$ cat src/rtl/xor_mux_serial_subtractor_if.sv
// Handshake bundle for the digit-serial subtractor: operand request channel
// and result channel, each with its own valid/ready pair.
interface xor_mux_serial_subtractor_if #(
  parameter int WIDTH = 32
);
  logic             in_valid;
  logic             in_ready;
  logic [WIDTH-1:0] A;
  logic [WIDTH-1:0] B;
  logic             bin;
  logic             out_valid;
  logic             out_ready;
  logic [WIDTH-1:0] diff;
  logic             bout;
  logic             ovf;

  modport master (
    output in_valid, A, B, bin, out_ready,
    input  in_ready, out_valid, diff, bout, ovf
  );

  modport slave (
    input  in_valid, A, B, bin, out_ready,
    output in_ready, out_valid, diff, bout, ovf
  );
endinterface

$ cat src/rtl/xor_mux_serial_subtractor.sv
// Digit-serial two's-complement subtractor: diff = A + ~B + ~bin, DIGIT bits
// per clock through an XOR/MUX full-adder chain with a registered carry.
module xor_mux_serial_subtractor #(
  parameter int WIDTH = 32,
  parameter int DIGIT = 4
) (
  input logic                        clk,
  input logic                        rst,
  xor_mux_serial_subtractor_if.slave bus
);

  localparam int N     = WIDTH / DIGIT;
  localparam int CNT_W = (N > 1) ? $clog2(N) : 1;

  typedef enum logic [1:0] {
    IDLE,
    RUN,
    DONE
  } state_e;

  state_e             state_q;
  logic [CNT_W-1:0]   cnt_q;
  logic               carry_q;
  logic               in_ready_q;
  logic               out_valid_q;
  logic [WIDTH-1:0]   diff_q;
  logic               bout_q;
  logic               ovf_q;

  logic [WIDTH-1:0]   sa_q;
  logic [WIDTH-1:0]   sb_q;
  logic               a_msb_q;
  logic               b_msb_q;

  logic [DIGIT-1:0]   digit_sum;
  logic               carry_d;
  logic [WIDTH-1:0]   res_d;
  logic               accept;

  assign accept = (state_q == IDLE) && bus.in_valid;

  // NOTE: every variable driven here gets a default before the loop, so no
  // path through the block leaves it unassigned and no latch is inferred.
  always_comb begin
    carry_d   = carry_q;
    digit_sum = '0;
    for (int i = 0; i < DIGIT; i++) begin
      digit_sum[i] = sa_q[i] ^ sb_q[i] ^ carry_d;
      // Propagate selects the incoming carry, otherwise generate/kill is a_i.
      carry_d      = (sa_q[i] ^ sb_q[i]) ? carry_d : sa_q[i];
    end
  end

  // Completed digits accumulate below the digit being produced this cycle.
  generate
    if (N > 1) begin : g_multi
      logic [WIDTH-DIGIT-1:0] part_q;
      assign res_d = {digit_sum, part_q};
      always_ff @(posedge clk) begin
        if (state_q == RUN) part_q <= res_d[WIDTH-1:DIGIT];
      end
    end else begin : g_single
      assign res_d = digit_sum;
    end
  endgenerate

  // NOTE: operand shift registers carry no reset; they are always reloaded on
  // accept before being read, so resetting them would only add reset fan-out.
  always_ff @(posedge clk) begin
    if (accept) begin
      sa_q    <= bus.A;
      sb_q    <= ~bus.B;
      a_msb_q <= bus.A[WIDTH-1];
      b_msb_q <= bus.B[WIDTH-1];
    end else if (state_q == RUN) begin
      sa_q <= sa_q >> DIGIT;
      sb_q <= sb_q >> DIGIT;
    end
  end

  // NOTE: state registers use non-blocking assignments so every register
  // samples the pre-edge values, independent of statement order.
  always_ff @(posedge clk) begin
    if (rst) begin
      state_q     <= IDLE;
      cnt_q       <= '0;
      carry_q     <= 1'b0;
      in_ready_q  <= 1'b1;
      out_valid_q <= 1'b0;
      diff_q      <= '0;
      bout_q      <= 1'b0;
      ovf_q       <= 1'b0;
    end else begin
      case (state_q)
        IDLE: begin
          if (bus.in_valid) begin
            state_q    <= RUN;
            carry_q    <= ~bus.bin;
            cnt_q      <= '0;
            in_ready_q <= 1'b0;
          end
        end
        RUN: begin
          carry_q <= carry_d;
          cnt_q   <= cnt_q + CNT_W'(1);
          if (cnt_q == CNT_W'(N - 1)) begin
            state_q     <= DONE;
            out_valid_q <= 1'b1;
            diff_q      <= res_d;
            bout_q      <= ~carry_d;
            ovf_q       <= (a_msb_q ^ b_msb_q) & (res_d[WIDTH-1] ^ a_msb_q);
          end
        end
        DONE: begin
          if (bus.out_ready) begin
            state_q     <= IDLE;
            out_valid_q <= 1'b0;
            in_ready_q  <= 1'b1;
          end
        end
        default: begin
          state_q     <= IDLE;
          out_valid_q <= 1'b0;
          in_ready_q  <= 1'b1;
        end
      endcase
    end
  end

  assign bus.in_ready  = in_ready_q & ~rst;
  assign bus.out_valid = out_valid_q;
  assign bus.diff      = diff_q;
  assign bus.bout      = bout_q;
  assign bus.ovf       = ovf_q;

endmodule

$ cat src/flat_wrapper.sv
// flat-port wrapper written by rule: the top's interface ports become plain ports
module xor_mux_serial_subtractor_flat 
#(
  parameter int WIDTH = 32,
  parameter int DIGIT = 4
)
  (clk, rst, bus_in_valid, bus_A, bus_B, bus_bin, bus_out_ready, bus_in_ready, bus_out_valid, bus_diff, bus_bout, bus_ovf);
  xor_mux_serial_subtractor_if #(.WIDTH(WIDTH)) bus_i ();
  input logic clk;
  input logic rst;
  input wire logic [$bits(bus_i.in_valid)-1:0] bus_in_valid;
  input wire logic [$bits(bus_i.A)-1:0] bus_A;
  input wire logic [$bits(bus_i.B)-1:0] bus_B;
  input wire logic [$bits(bus_i.bin)-1:0] bus_bin;
  input wire logic [$bits(bus_i.out_ready)-1:0] bus_out_ready;
  output wire logic [$bits(bus_i.in_ready)-1:0] bus_in_ready;
  output wire logic [$bits(bus_i.out_valid)-1:0] bus_out_valid;
  output wire logic [$bits(bus_i.diff)-1:0] bus_diff;
  output wire logic [$bits(bus_i.bout)-1:0] bus_bout;
  output wire logic [$bits(bus_i.ovf)-1:0] bus_ovf;
  assign bus_i.in_valid = bus_in_valid;
  assign bus_i.A = bus_A;
  assign bus_i.B = bus_B;
  assign bus_i.bin = bus_bin;
  assign bus_i.out_ready = bus_out_ready;
  assign bus_in_ready = bus_i.in_ready;
  assign bus_out_valid = bus_i.out_valid;
  assign bus_diff = bus_i.diff;
  assign bus_bout = bus_i.bout;
  assign bus_ovf = bus_i.ovf;
  xor_mux_serial_subtractor #(.WIDTH(WIDTH), .DIGIT(DIGIT)) u_core (.clk(clk), .rst(rst), .bus(bus_i));
endmodule
$ cat config.mk
export PLATFORM = sky130hd
export DESIGN_NAME = xor_mux_serial_subtractor_flat
export DESIGN_NICKNAME = d
export VERILOG_FILES = /design/src/rtl/xor_mux_serial_subtractor_if.sv /design/src/rtl/xor_mux_serial_subtractor.sv /design/src/flat_wrapper.sv
export SDC_FILE = /design/constraint.sdc
export NUM_CORES = 1
export LEC_CHECK = 0
export CORE_MARGIN = 2
export CORE_UTILIZATION = 35
export DETAILED_ROUTE_END_ITERATION = 8
export PLACE_DENSITY_LB_ADDON = 0.1
export SETUP_SLACK_MARGIN = 0.3
export SYNTH_ARGS = -nofsm -noshare
export SYNTH_HDL_FRONTEND = slang
export SYNTH_SLANG_ARGS = --single-unit
$ cat constraint.sdc
create_clock -name clk -period 3.8 [get_ports clk]
set_input_delay 0.95 -clock clk [delete_from_list [all_inputs] [get_ports clk]]
set_output_delay 0.95 -clock clk [all_outputs]
set_load 0.05 [all_outputs]
Word-level counts from Yosys, hierarchy flattened
Index checks and enable logic that the tools add are counted. W data, S select, Z words.

Muxes and demuxes: 22. Reduce and logical (&&, ||, !) cells: 9. Equal/unequal tests: 6. Add/sub/neg operators: 1. Bitwise gates (word level): 18.

Operators by type and width (count): $mux W32 (4); $not A32 Y32 (1); $xor A1 B1 Y1 (10); $mux W1 (9); $reduce_and A3 Y1 (3); $mux W2 (3); $ne A2 B2 Y1 const B (3); $pmux W1 S3 (2); $pmux W2 S3 (1); $pmux W3 S2 (1); $not A1 Y1 (5); $reduce_and A2 Y1 (2); $reduce_bool A2 Y1 (2); $add A3 B1 Y3 const B (1); $eq A3 B3 Y1 const B (1); $mux W3 (1); $and A1 B1 Y1 (2); $eq A2 B1 Y1 const B (1); $eq A2 B2 Y1 const B (1); $logic_not A2 Y1 (1); $pmux W1 S2 (1); $logic_and A1 B1 Y1 (1).

Flip-flop bits (word level): 136. Output and inout bits: 36. Bits of input ports: 69. Logic and storage cells: 69.

Longest topological paths before layout
Gate-level depths: netlist (run 1).

Depth in word-level cells: 7. Gate-level depth with buffers: 7. Gate-level depth less buffers: 6.

Least setup slack after synthesis (run 1)
OpenSTA, ideal clock, no wires.

Path kind: input-to-reg. Start: input bus_in_valid. End: register u_core.sa_q[0], enable pin. Slack: 0.795 ns. Stages: 4. Data required time: 3.382 ns. Arrival time: 2.587 ns. Setup time: 0.418 ns. Path buffers: 0. Path through: nand2_1 > inv_1 > nor2_1 > inv_1.

Cells in the longest elaborated chain, start to end: 2.

RTL lines: from (decl) (line flat_wrapper.sv:11) `input wire logic [$bits(bus_i.in_valid)-1:0] bus_in_valid;`; $logic_and A1 B1 Y1 (line xor_mux_serial_subtractor.sv:40) `assign accept = (state_q == IDLE) && bus.in_valid;`; $reduce_bool A2 Y1 (no source line); to (signal assigned) (line xor_mux_serial_subtractor.sv:71) `sa_q <= bus.A;`; to (signal assigned) (line xor_mux_serial_subtractor.sv:76) `sa_q <= sa_q >> DIGIT;`; to (decl) (line xor_mux_serial_subtractor.sv:30) `logic [WIDTH-1:0] sa_q;`.

No other way between the ends. A chain may end at the register's enable or synchronous reset.

Worst setup path after layout (run 1)
Start: input rst. End: output bus_in_ready.

Cells in the longest elaborated chain, start to end: 2.

RTL lines: from (decl) (line flat_wrapper.sv:10) `input logic rst;`; $not A1 Y1 (line xor_mux_serial_subtractor.sv:130) `assign bus.in_ready = in_ready_q & ~rst;`; $and A1 B1 Y1 (line xor_mux_serial_subtractor.sv:130); to (decl) (line flat_wrapper.sv:16) `output wire logic [$bits(bus_i.in_ready)-1:0] bus_in_ready;`.

No other way between the ends.

==> flow_summary.json, run 1 <==
{
  "largest_net_degree_at_the_start_of_global_routing": 90,
  "post_route_ant_nets": 0,
  "synth_warnings": 0,
  "clock_latency_ns": 0.41,
  "core_region_area_um2": 14500,
  "drive_above_1_share": 0.0733,
  "yosys.cell_types.count": 37,
  "syn_inst": 468,
  "p_seq_frac": 0.498,
  "layout_commonest_cell": "nand2_1",
  "dr_wl_met3_um": 754,
  "max_freq_ghz": 0.359,
  "rr_worst_depth": 6,
  "detail_route.first_pass.iterations": 4,
  "timing.rr.start": "u_core.state_q[1]",
  "finalHoldViolCount": 0,
  "post-cts-setup-buffer-count": 0,
  "worst-endpoint-required_ns": 2.85,
  "io_pins": 105,
  "kind_of_start_point_of_the_critical_path": "input port",
  "synthesis.area_um2": 5170,
  "cts.sinks": 136,
  "yosys_register_bits": 136,
  "floorplan.die_area_um2": 15800,
  "final_cycle_utilization_of_the_critical_path": 0.732,
  "postSynth.asyncResetShare": 0,
  "num-nets-final": 646,
  "dieWidth_um": 126,
  "launch_point_of_the_critical_path": "rst",
  "drcViolationCount": 0,
  "worstSetupEndpoint": "bus_in_ready",
  "unrepaired_setup_endpoints_after_global_routing": "no",
  "max_cap_viol_count": 0,
  "initial_core_utilization": 0.357,
  "sw_ratio": 0.212,
  "synth-main-ff-cell": "edfxtp_1",
  "synth_area_per_cell_um2": 11.1,
  "post-dp-hpwl_um": 6770,
  "worstMarginPinSlew_ns": 0.787,
  "p_int_mw": 2.82,
  "layout_setup_ws_ns": 1.02,
  "relative_contribution_of_combinational_cells_to_total_power": 0.082,
  "avgRoutedWirePerCell_um": 13.6,
  "timing.final.max_slew_violations": 0,
  "finalSetupTns_ns": 0,
  "drt-vias-per-instance": 4.60,
  "leakage_nw": 2.58,
  "cts-hold-fix-buffers": 0,
  "clock_power_share": 0.419,
  "post-route-cell-area_um2": 6970,
  "die_h_um": 126,
  "overflow": 0,
  "postPlaceCellArea_um2": 6430,
  "gp_routability_congestion": 0.741,
  "power.density_cell_area_nw_per_um2": 514,
  "route.vias.total": 3546,
  "grt_pass1_vias": 3520,
  "wl_met1_um": 4620,
  "clock_edge_transition_at_the_registers_on_the_reported_setup_and_hold_paths_ns": 0.05,
  "grt_pass1_wl_um": 17200,
  "timing.max_slew.rel_slack": 0.476,
  "wl_um": 10500,
  "cts_max_path_buffers": 2,
  "worst-r2r-setup-slack_ns": 1.59,
  "uppermost_layer_routed": "met4",
  "detailroute.wirelength.met2_um": 4970,
  "postSynthNetCount": 539,
  "fin_skew_ns": 0.00351,
  "netSwitchingPower_mw": 0.758,
  "crit_arrival_ns": 1.83,
  "timing.final.setup_violations": 0,
  "clockRootBuffer": "clkbuf_16",
  "antenna_violations_before_repair": 0,
  "worstPathMaxFanout": 2,
  "fin_worst_hold_slack_ns": 0.445,
  "worst_slack_at_placement_ns": 0.990,
  "placementRows": 44,
  "irDropWorstVdd_mv": 0.260,
  "postLayoutCoreUtil": 0.481,
  "reg2reg_to": "u_core.sb_q[30]",
  "worst_hold_path_type": "reg -> reg",
  "area_growth_pct": 34.6,
  "cts_htree_levels": 4,
  "cts_buffers": 17,
  "timing_worst_setup_path_type": "in -> out",
  "synth-edff-count": 94,
  "antenna_cells_inserted": 0,
  "critPathCaptureType": "output pin",
  "tritoncts": "yes",
  "drt_iter0_drc": 178,
  "most-common-layout-cells": "nand2_1, clkdlybuf4s50_1, edfxtp_1",
  "synth_sequential_area_ratio": 0.708,
  "buffer_ports.inserted": 104,
  "track_usage": 0.139,
  "post_cts.resized_instances": 0,
  "finalCriticalPeriod_ns": 2.78,
  "outcome": "completed"
}
routing by layer:
metal	vias up	global-route usage
met5	-	0
met4	0	0.0490
met3	7	0.0539
met2	93	0.216
met1	1639	0.177
li1	1807	-
stage by stage:
step	instances	power [mW]
final	771	3.58
after global placement	740	2.11
after detailed placement	740	2.11
after global routing	771	3.73
after CTS	771	3.63
after floorplan	468	1.97
worst max-delay path, stage by stage:
cell	delay (ns)
clkdlybuf4s50_1	0.46
nor2b_1	0.24
buf_12	0.18
power by group through the flow:
stage	clock (mW)	sequential (mW)	combinational [mW]
after floorplan	0	1.80	0.174
after global placement	0	1.81	0.294
final	1.50	1.78	0.295
after CTS	1.54	1.78	0.302
after detailed placement	0	1.81	0.301
after global routing	1.60	1.80	0.332
flip-flops by register name, indices dropped and copies added (netlist names):
name / flops
u_core.a_msb_q: 1
u_core.b_msb_q: 1
u_core.bus.bout: 1
u_core.bus.diff: 32
u_core.bus.out_valid: 1
u_core.bus.ovf: 1
u_core.carry_q: 1
u_core.cnt_q: 3
u_core.g_multi.part_q: 28
u_core.in_ready_q: 1
u_core.sa_q: 32
u_core.sb_q: 32
u_core.state_q: 2
cell type report:
cell class	count	area [um2]
clock buffers	27	493
inverters	3	11.3
well taps	184	230
fillers	1390	7510
flip-flops and latches	136	3660
repair buffers	112	1110
multi-input cells	305	1410
clock inverters	4	45.0
worst min-delay path by stage:
stage | from | depth (start not counted) | to
floorplan | u_core.g_multi.part_q[4] | 0 | u_core.g_multi.part_q[0]
global placement | u_core.g_multi.part_q[4] | 0 | u_core.g_multi.part_q[0]
detailed placement | u_core.g_multi.part_q[20] | 0 | u_core.g_multi.part_q[16]
CTS | u_core.g_multi.part_q[20] | 0 | u_core.g_multi.part_q[16]
global route | u_core.g_multi.part_q[24] | 0 | u_core.g_multi.part_q[20]
finish | u_core.g_multi.part_q[20] | 0 | u_core.g_multi.part_q[16]
cells by family (layout without fill, tap and decap cells):
group           after synthesis  after routing  synth area share
compound gates               78             78            0.0844
xor+xnor                      7              7            0.0118
buf+inv                      27            146            0.0196
simple gates                216            216             0.167
flops                       136            136             0.708
fa+ha+maj                     4              4           0.00894
cell usage after synthesis, types with 4 or more instances:
master    instances  area share
a21oi_1          40       0.039
and3_1            4      0.0048
clkbuf_1         22       0.016
dfxtp_1          42        0.16
edfxtp_1         94        0.55
nand2_1         178        0.13
nor2_1           18       0.013
o21ai_0          27       0.026
xnor2_1           6       0.010
Note: power is estimated with default switching activity, not from simulation.
==> run 2: changes to the inputs <==
clock period = 2.6 ns   (was 3.8 ns; I/O delays follow)
==> run 2 against run 1 <==
Net effect:
- register-to-register slack lost 0.92 ns
- setup slack lost 0.66 ns
- power grew 43%
- non-clock buffer count grew 1
- first-iteration DRC count grew 3.9%
- sequential power grew 47%
- die area is the same
- global-route usage shrank 0.13 points
- cell count grew 0.26%
- critical endpoint unchanged
- largest cell class unchanged
==> flow_summary.json, run 2 (same netlist as run 1, synthesis figures left out) <==
{
  "cp_cell_sequence": "clkdlybuf4s50_1 > nor2b_1 > buf_12",
  "clockRootBuffer": "clkbuf_16",
  "drt_iter0_drc": 185,
  "buffer_ports.inserted": 104,
  "track_usage": 0.138,
  "cts_max_path_buffers": 2,
  "fin_skew_ns": 0.00909,
  "final_cycle_utilization_of_the_critical_path": 0.861,
  "max_cap_viol_count": 0,
  "layout_commonest_cell": "nand2_1",
  "cts.sinks": 136,
  "unrepaired_setup_endpoints_after_global_routing": "no",
  "timing_worst_setup_path_type": "in -> out",
  "gp_routability_congestion": 0.754,
  "overflow": 0,
  "most-common-layout-cells": "nand2_1, clkdlybuf4s50_1, edfxtp_1",
  "cts_htree_levels": 4,
  "crit_arrival_ns": 1.59,
  "max_freq_ghz": 0.447,
  "clock_latency_ns": 0.41,
  "cts-hold-fix-buffers": 0,
  "kind_of_start_point_of_the_critical_path": "input port",
  "drive_above_1_share": 0.0815,
  "route.vias.total": 3552,
  "cpMaxStageDelayCell": "clkdlybuf4s50_1",
  "cts_buffers": 17,
  "post-cts-setup-buffer-count": 0,
  "worstMarginPinSlew_ns": 0.554,
  "peak_per_stage_delay_on_the_critical_path_ns": 0.45,
  "timing.final.setup_violations": 0,
  "timing.max_slew.rel_slack": 0.629,
  "tritoncts": "yes",
  "post_route_ant_nets": 0,
  "drcViolationCount": 0,
  "io_pins": 105,
  "leakage_nw": 2.58,
  "post-dp-hpwl_um": 6880,
  "antenna_violations_before_repair": 0,
  "critPathCaptureType": "output pin",
  "initial_core_utilization": 0.357,
  "area_growth_pct": 34.8,
  "grt_pass1_wl_um": 16800,
  "dieWidth_um": 126,
  "post_cts.resized_instances": 0,
  "placementRows": 44,
  "worst-path-buf-inv": 2,
  "critical-path-top-delay-family": "buffers and inverters",
  "num-nets-final": 647,
  "filler_cell_count": 1380,
  "wl_um": 10400,
  "power.density_cell_area_nw_per_um2": 734,
  "largest_net_degree_at_the_start_of_global_routing": 61,
  "fin_worst_hold_slack_ns": 0.443,
  "antenna_cells_inserted": 0,
  "irDropWorstVdd_mv": 0.417,
  "outcome": "completed",
  "avgRoutedWirePerCell_um": 13.4,
  "finalCriticalPeriod_ns": 2.24,
  "timing.final.max_slew_violations": 0,
  "core_region_area_um2": 14500,
  "clock_edge_transition_at_the_registers_on_the_reported_setup_and_hold_paths_ns": 0.05,
  "finalSetupTns_ns": 0,
  "worst-endpoint-required_ns": 1.95,
  "worstPathMaxFanout": 2,
  "finalHoldViolCount": 0,
  "die_h_um": 126,
  "detail_route.first_pass.iterations": 4,
  "worst_hold_path_type": "reg -> reg",
  "grt_pass1_vias": 3421,
  "postLayoutCoreUtil": 0.482,
  "drt-vias-per-instance": 4.60,
  "floorplan.die_area_um2": 15800
}
[run 2: through the flow]
step | std cells | setup slack (ns) | power [mW] | area (um2)
CTS | 773 | 0.337 | 5.19 | 6980
finish | 773 | 0.362 | 5.12 | 6980
global route | 773 | 0.316 | 5.34 | 6980
global placement | 741 | 0.355 | 3.08 | 6470
detailed placement | 741 | 0.338 | 3.10 | 6470
floorplan | 468 | 0.327 | 2.89 | 5200
[run 2: cell type report]
class                           instances  area (um2)  share of cell area
Clock inverter                          5        25.0             0.00359
Multi-Input combinational cell        305        1420               0.204
Sequential cell                       136        3660               0.525
Tap cell                              184         230              0.0330
Clock buffer                           27         483              0.0692
Timing Repair Buffer                  113        1130               0.162
Inverter                                3        20.0             0.00287
[run 2: worst paths after layout]
kind | startpoint | end | slack [ns] | cells after the start
max | rst | bus_in_ready | 0.36 | 3
min reg2reg | u_core.g_multi.part_q[4] | u_core.g_multi.part_q[0] | 0.44 | 0
min | u_core.g_multi.part_q[4] | u_core.g_multi.part_q[0] | 0.44 | 0
max reg2reg | u_core.sb_q[0] | u_core.bus.ovf | 0.67 | 5
[run 2: power breakdown]
| part | total, mW | leakage (nW) | switching [mW] | internal (mW) |
|---|---|---|---|---|
| clock network | 2.08 | 0.253 | 0.822 | 1.26 |
| logic | 0.436 | 1.05 | 0.226 | 0.210 |
| registers | 2.61 | 1.27 | 0.0683 | 2.54 |
| total | 5.12 | 2.58 | 1.12 | 4.01 |
[run 2: worst register-to-register path: stages, from the launching register on]
cell	delay [ns]
edfxtp_1	0.42
maj3_2	0.38
or3_1	0.37
a32oi_2	0.31
nor3b_1	0.09
o31a_1	0.24
[run 2: routing by layer]
metal  vias up  track usage  wire length [um]
met5         -            0                 0
met2        97        0.214              4810
met4         0       0.0647               198
met3        19       0.0496               609
met1      1626        0.171              4750
li1       1810            -                 -
==> run 3: changes to the inputs <==
SLEW_MARGIN = 20   (was not set)
==> results of run 3 <==
The final DEF is identical to that of run 2; final timing and power are the same.
